==> config.mk <==
export PLATFORM = sky130hd
export DESIGN_NAME = iir_mac_sequencer
export DESIGN_NICKNAME = d
export VERILOG_FILES = /design/src/rtl/iir_seq_pkg.sv /design/src/rtl/iir_seq_delay.sv /design/src/rtl/iir_mac_sequencer.sv
export SDC_FILE = /design/constraint.sdc
export NUM_CORES = 1
export LEC_CHECK = 0
export ABC_AREA = 0
export CORE_AREA = 2 2 53 55
export DETAILED_ROUTE_END_ITERATION = 16
export DIE_AREA = 0 0 55 57
export GPL_ROUTABILITY_DRIVEN = 0
export PLACE_DENSITY_LB_ADDON = 0.12
export SLEW_MARGIN = 20
export SYNTH_ARGS = -nofsm -noshare
export SYNTH_HDL_FRONTEND = slang
export SYNTH_HIERARCHICAL = 1
export SYNTH_SLANG_ARGS = --single-unit
==> constraint.sdc <==
create_clock -name clk -period 1.3 [get_ports clk]
set_input_delay 0.13 -clock clk [delete_from_list [all_inputs] [get_ports clk]]
set_output_delay 0.13 -clock clk [all_outputs]
set_load 0.03 [all_outputs]
==> src/rtl/iir_seq_pkg.sv <==
// iir_seq_pkg: state encoding and timing helper shared by the IIR MAC sequencer
package iir_seq_pkg;
  localparam int ST_W = 3;
  typedef enum logic [ST_W-1:0] {IDLE, LOAD, MAC, DRAIN, WRITE} state_t;
  function automatic int cycles_per_ch(input int nb, input int na, input int lat);
    return nb + na + lat + 2;
  endfunction
endpackage

==> src/rtl/iir_seq_delay.sv <==
// iir_seq_delay: LAT-deep enable-gated 1-bit shift register aligning acc_enable with the multiplier output
// Ports: clk, reset_n (async active-low), en (shift step), d (mult_enable), q (d delayed LAT enabled cycles)
module iir_seq_delay #(
  parameter int LAT = 1
) (
  input  logic clk,
  input  logic reset_n,
  input  logic en,
  input  logic d,
  output logic q
);
  logic [LAT-1:0] sr;
  logic [LAT:0] nxt;
  assign nxt = {sr, d};
  assign q = nxt[LAT];
  always_ff @(posedge clk or negedge reset_n)
    if (!reset_n) sr <= '0;
    else if (en) sr <= nxt[LAT-1:0];
endmodule

==> src/rtl/iir_mac_sequencer.sv <==
// iir_mac_sequencer: multi-channel direct-form-I IIR MAC sequencer with frame handshake
// Ports: clk, reset_n (async active-low), enable (global step), in_valid/in_ready (frame handshake),
//   mult_reset/mult_enable, acc_reset/acc_enable, x_mem_enable/y_mem_enable, output_reg_enable,
//   mem_sel/mem_dir (history operand), coef_addr, ch_sel, out_valid, overrun.
// Optional: define IIR_SEQ_OVERRUN_EN for a sticky flag on frames offered while busy.
module iir_mac_sequencer
  import iir_seq_pkg::*;
#(
  parameter int NB       = 3,
  parameter int NA       = 2,
  parameter int NCH      = 1,
  parameter int MULT_LAT = 1,
  parameter int TAP_W    = 4,
  parameter int CH_W     = 4
) (
  input  logic             clk,
  input  logic             reset_n,
  input  logic             enable,
  input  logic             in_valid,
  output logic             in_ready,
  output logic             mult_reset,
  output logic             mult_enable,
  output logic             acc_reset,
  output logic             acc_enable,
  output logic             x_mem_enable,
  output logic             y_mem_enable,
  output logic             output_reg_enable,
  output logic             mem_sel,
  output logic [TAP_W-1:0] mem_dir,
  output logic [TAP_W-1:0] coef_addr,
  output logic [CH_W-1:0]  ch_sel,
  output logic             out_valid,
  output logic             overrun
);
  state_t state, state_d;
  logic [TAP_W-1:0] tap, tap_d;
  logic [CH_W-1:0] ch, ch_d;
  logic [2:0] dcnt, dcnt_d;
  logic tap_last, dly_last, ch_last;
  assign tap_last  = tap == TAP_W'(NB + NA - 1);
  assign dly_last  = dcnt == 3'(MULT_LAT - 1);
  assign ch_last   = ch == CH_W'(NCH - 1);
  assign coef_addr = tap;
  assign mem_sel   = tap >= TAP_W'(NB);
  assign mem_dir   = mem_sel ? tap - TAP_W'(NB) : tap;
  assign ch_sel    = ch;
  always_ff @(posedge clk or negedge reset_n)
    if (!reset_n) begin
      state <= IDLE;
      tap   <= '0;
      ch    <= '0;
      dcnt  <= '0;
    end else begin
      state <= state_d;
      tap   <= tap_d;
      ch    <= ch_d;
      dcnt  <= dcnt_d;
    end
  always_comb begin
    state_d = state;
    tap_d = tap;
    ch_d = ch;
    dcnt_d = dcnt;
    in_ready = 1'b0;
    mult_reset = 1'b0;
    mult_enable = 1'b0;
    acc_reset = 1'b0;
    x_mem_enable = 1'b0;
    y_mem_enable = 1'b0;
    output_reg_enable = 1'b0;
    out_valid = 1'b0;
    case (state)
      IDLE: begin
        in_ready = reset_n;
        if (in_valid) begin
          state_d = LOAD;
          ch_d = '0;
        end
      end
      LOAD: begin
        acc_reset = 1'b1;
        x_mem_enable = 1'b1;
        mult_reset = 1'b1;
        tap_d = '0;
        state_d = MAC;
      end
      MAC: begin
        mult_enable = 1'b1;
        tap_d = tap_last ? '0 : tap + 1'b1;
        state_d = !tap_last ? MAC : MULT_LAT == 0 ? WRITE : DRAIN;
      end
      DRAIN: begin
        mult_reset = 1'b1;
        dcnt_d = dly_last ? '0 : dcnt + 1'b1;
        state_d = dly_last ? WRITE : DRAIN;
      end
      WRITE: begin
        output_reg_enable = 1'b1;
        y_mem_enable = 1'b1;
        out_valid = 1'b1;
        ch_d = ch_last ? ch : ch + 1'b1;
        state_d = ch_last ? IDLE : LOAD;
      end
      default: state_d = IDLE;
    endcase
    if (!enable) begin
      state_d = state;
      tap_d = tap;
      ch_d = ch;
      dcnt_d = dcnt;
      in_ready = 1'b0;
      mult_reset = 1'b0;
      mult_enable = 1'b0;
      acc_reset = 1'b0;
      x_mem_enable = 1'b0;
      y_mem_enable = 1'b0;
      output_reg_enable = 1'b0;
      out_valid = 1'b0;
    end
  end
  // acc_enable trails mult_enable by the multiplier depth, counted in enabled cycles only
  generate
    if (MULT_LAT == 0) begin : g_comb
      assign acc_enable = mult_enable;
    end else begin : g_dly
      logic q;
      iir_seq_delay #(.LAT(MULT_LAT)) u_dly (
        .clk(clk), .reset_n(reset_n), .en(enable), .d(mult_enable), .q(q)
      );
      assign acc_enable = enable & q;
    end
  endgenerate
`ifdef IIR_SEQ_OVERRUN_EN
  always_ff @(posedge clk or negedge reset_n)
    if (!reset_n) overrun <= 1'b0;
    else if (in_valid && enable && !in_ready) overrun <= 1'b1;
`else
  assign overrun = 1'b0;
`endif
endmodule

==> results.py, run 1 <==
metrics = {
    "die": {
        "die_w_um": 55,
        "rows": 19,
        "ios": 27,
        "design.die.area_um2": 3140,
        "die_h_um": 57,
        "core_area_um2": 2620,
        "initial_core_util_pct": 39.6,
    },
    "synthesis": {
        "synth_top_cells_by_count": "15 x dfrtp_1, 13 x nand2_1, 10 x o21ai_0",
        "synth_top_area_share_pct": 36.3,
        "avgSynthCellArea_um2": 9.00,
        "synth_nets": 125,
        "synth_edf_count": 0,
        "ys.flop_type": "dfrtp_1",
        "yosysUniqueCellTypes": 39,
        "netlist_instances": 115,
        "yosysWarnings": 6,
        "synth_top_cell_by_area": "dfrtp_1",
        "synth-seq-cells": 15,
        "yosys-top-cells-area": "dfrtp_1 36%, ha_1 7.3%, o21ai_0 4.8%",
        "ys_seq_area_share_pct": 36.3,
        "synth.cell_area_um2": 1030,
        "synth_most_common_cell": "dfrtp_1",
        "async_flop_share_pct": 100,
    },
    "critical_path": {
        "arrival_ps": 1660,
        "critical_path.startpoint": "coef_addr[1]",
        "cp-end-kind": "primary output",
        "worstPathRequired_ps": 1170,
        "crit_type": "flop to primary output",
        "worst_setup_path_start_kind": "flop",
        "worstReg2RegStart": "coef_addr[0]",
        "cp_max_fo": 2,
    },
    "global_route": {
        "antenna_found_initial": 0,
        "gr-total-overflow": 0,
        "grt.total_usage_pct": 19.9,
        "grt_start_max_net_pins": 16,
        "grt_pass1_wl_um": 4530,
        "grt_pass1_vias": 998,
    },
    "route": {
        "firstDrtPassIters": 4,
        "final_antenna_net_count": 0,
        "routed_wirelength_um": 3020,
        "vias_per_cell": 5.02,
        "remaining_drc_errors": 0,
        "first_iter_violations": 16,
        "vias": 1080,
        "drt-wirelength-per-cell_um": 14.1,
    },
    "clocking": {
        "numCtsBuffers": 3,
        "clk_pin_slew_ps": 90,
        "clock_latency_ps": 290,
        "cts_buffer_depth": 2,
        "cts_hold_buf": 0,
        "clockRootBuffer": "clkbuf_4",
        "h-tree-depth": 1,
        "clock_sinks": 15,
        "cts_tree": "built",
    },
    "sta": {
        "setup_tns_ps": -4760,
        "drv_slew": 0,
        "rsz0062_at_grt": "true",
        "finalHoldViolCount": 0,
        "min_period_ps": 1790,
        "hold_slack_ps": 185,
        "finalWorstSetupSlack_ps": -487,
        "finClkSkew_ps": 8.40,
        "fin_crit_sh_pct": 137,
        "fmax_mhz": 559,
        "setup-violations-final": 24,
    },
    "place": {
        "port_buffers": 25,
        "place_hpwl_um": 1960,
    },
    "power": {
        "power_density_nw_per_um2": 2010,
        "vdd_drop_max_mv": 1.93,
        "leakagePower_nw": 0.891,
    },
    "run": {
        "cap_violations": 0,
    },
    "cells_and_area": {
        "diodes": 0,
        "nNetsFinal": 195,
        "area_growth_pct": 83.2,
        "layout-drive-gt1-share_pct": 64.1,
    },
    "min_path": {
        "min_path_type": "input port to asynchronous set/reset pin",
    },
    "status": {
        "run_status": "finished, violations left",
        "violations": "negative setup slack",
    },
}
## cells by family (layout without fill, tap and decap cells)
logic type / Yosys count / in the layout / share of synthesized area, %
simple gates: 46 / 46 / 26.1
compound gates: 24 / 24 / 14.0
fa+ha+maj: 6 / 6 / 7.25
mux: 3 / 3 / 3.63
other cells: 1 / 1 / 0.362
flops: 15 / 15 / 36.3
xor+xnor: 3 / 3 / 2.54
buf+inv: 17 / 86 / 9.79
## power breakdown
group / switching (W) / internal, W / total (W)
clock network: 0.000155 / 0.000120 / 0.000274
registers: 0.000100 / 0.000578 / 0.000678
logic: 0.00141 / 0.00144 / 0.00286
total: 0.00167 / 0.00214 / 0.00381
## final cells by class
| class | count | area [um^2] |
|---|---|---|
| multi-input combinational | 83 | 761 |
| fill | 197 | 719 |
| timing repair buffer | 73 | 654 |
| sequential | 15 | 382 |
| tap | 31 | 38.8 |
| inverter | 9 | 33.8 |
| clock buffer | 4 | 26.3 |
## sequential cells by signal (all words and copies together) (netlist names)
register	cells
ch_sel	4
state	3
g_dly.u_dly/q	1
coef_addr	4
dcnt	3
## cell usage in the layout, fill, tap and decap left out, types with 3 or more instances in the layout
cell,count
buf_6,27
and2_4,3
nor2_1,3
nand2_1,9
o21ai_2,3
clkdlybuf4s50_1,3
inv_2,5
o21ai_1,5
mux2_4,3
clkbuf_4,3
inv_1,4
dfrtp_1,10
ha_1,3
dfrtp_2,5
buf_4,37
nand2_4,3
a21oi_1,4
## critical path, cell delays in order, from the launching register on
cell and delay, ps:
dfrtp_2 430, ha_4 160, or3_4 340, mux2_4 310
buf_6 140
## timing repair
action                     4_1_cts  5_1_grt
gates resized for setup         72       30
setup endpoints to repair       28       28
setup buffers                   12        4
pin swaps                       11       15
hold endpoints to repair         0        0
## routing by layer
metal  GRT usage [%]  up-vias  wire length (um)
met2            31.8       23              1530
met4            5.23        0                51
li1                -      526                 -
met1            26.2      524              1340
met5               0        -                 0
met3            5.50        7               108
## stage by stage
stage	setup WS (ps)	area (um^2)	std cells	total power, W	utilization (%)
global route	-549	1900	215	0.00402	72.5
global placement	-603	1560	198	0.00279	59.5
finish	-487	1900	215	0.00381	72.5
floorplan	-290	1110	115	0.00198	-
CTS	-510	1800	214	0.00353	68.7
detailed placement	-617	1560	198	0.00282	59.5
## final timing paths
path                            cells after the start  slack, ps       endpoint
worst max-delay path                                4       -490     mem_dir[1]
max in group asynchronous                           2        910   coef_addr[0]
worst min register to register                      1        520  g_dly.u_dly/q
worst max register to register                      7       -220   coef_addr[1]
worst min-delay path                                2        180  g_dly.u_dly/q
min in group clk                                    1        520  g_dly.u_dly/q
(Power assumes the default switching activity.)
==> run 2, diff against run 1 <==
--- a/config.mk
+++ b/config.mk
@@ -6,9 +6,9 @@
 export NUM_CORES = 1
 export LEC_CHECK = 0
 export ABC_AREA = 0
-export CORE_AREA = 2 2 53 55
+export CORE_AREA = 3 3 54 56
 export DETAILED_ROUTE_END_ITERATION = 16
-export DIE_AREA = 0 0 55 57
+export DIE_AREA = 0 0 57 59
 export GPL_ROUTABILITY_DRIVEN = 0
 export PLACE_DENSITY_LB_ADDON = 0.12
 export SLEW_MARGIN = 20
==> run 2 against run 1 <==
The flow still finishes with violations (negative setup slack). Die area rose by 7.3%. Clock skew is 7.8 ps lower. Cell area increased by 1.7%. Combinational power up 3%. Count of clock-buffer cells in the layout down 1. Sequential share of layout area shrank 0.34 points. Register-to-register slack lost 40 ps. Critical path type unchanged. Critical endpoint unchanged.
==> results.py, run 2 (synthesis results as in run 1) <==
metrics = {
    "run": {
        "cap_violations": 0,
    },
    "critical_path": {
        "cp_max_fo": 2,
        "reg2reg_depth": 8,
        "cp-end-kind": "primary output",
        "worstReg2RegStart": "coef_addr[1]",
        "worst_setup_path_start_kind": "flop",
        "worstPathRequired_ps": 1170,
        "r2r_slack_ps": -260,
        "rr_endpoint": "state[0]",
        "crit_type": "flop to primary output",
        "arrival_ps": 1700,
    },
    "global_route": {
        "gr-total-overflow": 0,
        "grt_pass1_vias": 1056,
        "antenna_found_initial": 0,
        "grt_start_max_net_pins": 16,
        "grt.total_usage_pct": 17.8,
        "grt_pass1_wl_um": 4730,
    },
    "sta": {
        "min_period_ps": 1830,
        "rsz0062_at_grt": "true",
        "finalHoldViolCount": 0,
        "setup-violations-final": 24,
        "drv_slew": 0,
        "finalWorstSetupSlack_ps": -530,
        "finClkSkew_ps": 0.557,
        "hold_slack_ps": 199,
        "fmax_mhz": 547,
        "fin_crit_sh_pct": 141,
    },
    "clocking": {
        "h-tree-depth": 1,
        "clockRootBuffer": "clkbuf_4",
        "cts_tree": "built",
        "clock_latency_ps": 290,
        "numCtsBuffers": 3,
        "clock_sinks": 15,
        "cts_hold_buf": 0,
        "clk_pin_slew_ps": 110,
        "cts_buffer_depth": 2,
    },
    "die": {
        "die_w_um": 57,
        "core_area_um2": 2480,
        "ios": 27,
        "initial_core_util_pct": 41.8,
        "die_h_um": 59,
        "design.die.area_um2": 3360,
        "rows": 18,
    },
    "route": {
        "vias": 1063,
        "remaining_drc_errors": 0,
        "drt-wirelength-per-cell_um": 15.0,
        "vias_per_cell": 4.97,
        "firstDrtPassIters": 4,
        "first_iter_violations": 22,
        "routed_wirelength_um": 3210,
        "final_antenna_net_count": 0,
    },
    "cells_and_area": {
        "diodes": 0,
        "nNetsFinal": 195,
        "layout.cells.most_common_list": "37 x buf_4, 29 x buf_6, 10 x dfrtp_1",
        "area_growth_pct": 86.3,
        "layout-drive-gt1-share_pct": 65.2,
        "layout_commonest_cell": "buf_4",
    },
    "power": {
        "fin_total_pwr_w": 0.00395,
        "vdd_drop_max_mv": 1.98,
        "leakagePower_nw": 0.909,
        "power_density_nw_per_um2": 2050,
    },
    "min_path": {
        "min_path_type": "input port to asynchronous set/reset pin",
    },
    "status": {
        "violations": "negative setup slack",
        "run_status": "finished, violations left",
    },
    "place": {
        "port_buffers": 25,
        "place_hpwl_um": 1940,
    },
}
## run 2: changes by cell type in the layout (fill, tap and decap cells not counted), sizes merged
cell           delta
clkinv            +1
clkdlybuf4s50     -1
clkbuf            -2
buf               +1
clkdlybuf4s15     +1
## run 2: per-layer routing
layer	wire (um)	vias up	GRT usage, %
li1	-	532	-
met4	42	0	6.95
met5	0	-	0
met2	1660	20	29.5
met3	100	4	3.05
met1	1410	507	23.2
## run 2: through the flow
stage | setup TNS [ps] | area, um^2 | utilization [%] | setup slack, ps | cells
floorplan | -1230 | 1110 | - | -290 | 115
detailed placement | -6650 | 1530 | 61.7 | -640 | 193
global placement | -6410 | 1530 | 61.7 | -606 | 193
finish | -6010 | 1930 | 77.8 | -530 | 214
CTS | -5430 | 1810 | 73.2 | -519 | 209
global route | -7160 | 1930 | 77.8 | -567 | 214
## run 2: report_power, final
group / internal [W] / leakage [nW] / switching [W]
clock network: 0.000114 / 0.0177 / 0.000180
registers: 0.000577 / 0.195 / 0.000118
logic: 0.00151 / 0.696 / 0.00145
## run 2: what timing repair did
item | in CTS | in global routing
setup buffers | 13 | 7
pin swaps | 17 | 13
endpoints found under the setup margin | 26 | 27
resized for setup | 76 | 21
## run 2: worst max-delay path by stage
stage            endpoint    startpoint
6_report       mem_dir[1]  coef_addr[0]
5_1_grt        mem_dir[1]  coef_addr[0]
4_1_cts        mem_dir[1]  coef_addr[0]
3_5_place_dp   mem_dir[1]  coef_addr[1]
3_3_place_gp   mem_dir[1]  coef_addr[1]
2_1_floorplan  mem_dir[1]  coef_addr[1]
## run 2: cell type report
type	count	area, um^2
flip-flops and latches	15	382
fillers	152	549
clock inverters	1	5.00
clock buffers	3	22.5
multi-input cells	83	759
well taps	30	37.5
repair buffers	73	683
inverters	9	38.8
## run 2: worst max-delay path: stages, from the launching register on
cell and delay, ps:
dfrtp_2 440, ha_4 160, or3_4 340, mux2_4 320, buf_6 140
==> run 3, diff against run 2 <==
--- a/config.mk
+++ b/config.mk
@@ -10,6 +10,7 @@
 export DETAILED_ROUTE_END_ITERATION = 16
 export DIE_AREA = 0 0 57 59
 export GPL_ROUTABILITY_DRIVEN = 0
+export GPL_TIMING_DRIVEN = 0
 export PLACE_DENSITY_LB_ADDON = 0.12
 export SLEW_MARGIN = 20
 export SYNTH_ARGS = -nofsm -noshare
==> run 3 against run 2 <==
Sequential power increased by 3.9%. Sequential share of layout area increased by 0.26 points. Core utilization decreased by 0.76 points. Cell area decreased by 0.97%. The run ends with negative hold slack, negative setup slack left. Critical path type unchanged. Critical endpoint unchanged. Register-to-register slack improved by 40 ps. Sequential cell count unchanged. Global-route usage increased by 1.7 points.
==> results.py, run 3 (synthesis results as in run 1) <==
metrics = {
    "min_path": {
        "min_path_type": "input port to asynchronous set/reset pin",
    },
    "critical_path": {
        "worst_setup_path_start_kind": "flop",
        "path_buf_inv": 1,
        "crit_type": "flop to primary output",
        "critPathTopFamily": "flip-flops",
        "path_cells": "ha_4 -> or3_4 -> mux2_4 -> buf_6",
        "cp_slowest_stage_delay_ps": 440,
        "critical_path.startpoint": "coef_addr[1]",
        "cp_max_fo": 3,
        "cp-end-kind": "primary output",
        "slowest_stage": "dfrtp_2",
        "worstPathRequired_ps": 1170,
        "arrival_ps": 1720,
        "worstReg2RegStart": "coef_addr[0]",
    },
    "sta": {
        "finalWorstSetupSlack_ps": -548,
        "setup-violations-final": 25,
        "slew_headroom_pct": 51.5,
        "finalHoldViolCount": 12,
        "min_period_ps": 1850,
        "rsz0062_at_grt": "true",
        "finClkSkew_ps": 4.46,
        "fmax_mhz": 541,
        "fin_crit_sh_pct": 142,
        "drv_slew": 0,
        "hold_slack_ps": -6.87,
        "tightest_slew_ps": 728,
    },
    "cells_and_area": {
        "fin_cells": 208,
        "layout.cells.most_common_list": "31 x buf_6, 24 x buf_4, 9 x nand2_1, 9 x dfrtp_1, 6 x dfrtp_2",
        "multiInputGateArea_um2": 793,
        "area_growth_pct": 84.5,
        "layout_commonest_cell": "buf_6",
        "design_area_um2": 1910,
        "nNetsFinal": 189,
        "regArea_um2": 383,
        "final_util_pct": 77.1,
        "fillers": 177,
        "diodes": 0,
        "layout-drive-gt1-share_pct": 64.6,
    },
    "power": {
        "fin_total_pwr_w": 0.00401,
        "power_density_nw_per_um2": 2100,
        "leakagePower_nw": 0.877,
        "vdd_drop_max_mv": 1.96,
    },
    "global_route": {
        "grt.total_usage_pct": 19.5,
        "antenna_found_initial": 0,
        "grt_start_max_net_pins": 17,
        "grt_pass1_vias": 1073,
        "gr-total-overflow": 0,
        "grt_pass1_wl_um": 4890,
    },
    "route": {
        "vias_per_cell": 5.22,
        "remaining_drc_errors": 0,
        "drt-wirelength-per-cell_um": 15.8,
        "first_iter_violations": 33,
        "routed_wirelength_um": 3290,
        "firstDrtPassIters": 4,
        "vias": 1086,
        "final_antenna_net_count": 0,
    },
    "clocking": {
        "clock_sinks": 15,
        "clock_latency_ps": 290,
        "cts_buffer_depth": 2,
        "cts_hold_buf": 0,
        "cts_tree": "built",
        "clockRootBuffer": "clkbuf_4",
        "clk_pin_slew_ps": 90,
        "h-tree-depth": 1,
        "numCtsBuffers": 3,
    },
    "die": {
        "die_w_um": 57,
        "ios": 27,
        "rows": 18,
        "core_area_um2": 2480,
        "die_h_um": 59,
        "initial_core_util_pct": 41.8,
        "design.die.area_um2": 3360,
    },
    "run": {
        "cap_violations": 0,
    },
    "place": {
        "place_hpwl_um": 1750,
        "post-place-cells": 170,
        "place_ws_ps": -957,
        "port_buffers": 25,
        "placed_area_um2": 1400,
    },
    "status": {
        "violations": "negative hold slack, negative setup slack",
        "run_status": "finished, violations left",
    },
}
-- run 3: cell types whose count changed in the layout (fill, tap and decap cells not counted), moves of 2 or more --
cell	previous run	this run
buf_4	37	24
dlygate4sd2_1	2	5
clkbuf_2	0	3
buf_6	29	31
o21ai_2	5	3
o21ai_1	1	3
-- run 3: worst reg2reg max path: cells and delay by family (launching register included) --
kind	cells	cell delay [ps]
flops	1	440
simple gates	3	610
compound gates	1	50
buf+inv	2	220
fa+ha+maj	1	130
-- run 3: routing by layer --
layer	part of all wire, %	global-route usage, %
met3	4.9	4.79
met2	51	33.4
met4	4.3	12.6
met1	40	21.7
met5	0	0
-- run 3: final timing paths --
path / end / slack, ps / cells after the start
setup / recovery: mem_dir[1] / -550 / 4
hold / removal: state[0] / -7 / 1
setup reg to reg: state[0] / -220 / 7
hold reg to reg: dcnt[1] / 520 / 2
max in group asynchronous: ch_sel[0] / 800 / 1
min in group clk: g_dly.u_dly/q / 290 / 2
-- run 3: cell type report --
cell class              instances  area share, %
multi-input cells              83           41.5
repair buffers                 60           29.3
flip-flops and latches         15           20.1
plain buffers                   7           3.74
inverters                       9           2.03
well taps                      30           1.97
clock buffers                   4           1.38
-- run 3: what timing repair did --
item,CTS,global route
buffers inserted,32,8
setup endpoints to repair,30,31
pin swaps,15,14
resized for setup,142,36
-- run 3: power breakdown --
| part | leakage (nW) | switching (W) | internal, W |
|---|---|---|---|
| Clock | 0.0150 | 0.000162 | 0.000120 |
| Combinational | 0.669 | 0.00147 | 0.00154 |
| Sequential | 0.193 | 0.000145 | 0.000578 |
-- run 3: through the flow --
stage / setup TNS, ps / hold slack (ps)
floorplan: -1230 / -166
global placement: -12610 / 493
detailed placement: -13120 / 498
finish: -5200 / -6.87
global route: -6690 / 29.1
CTS: -4750 / 11.9
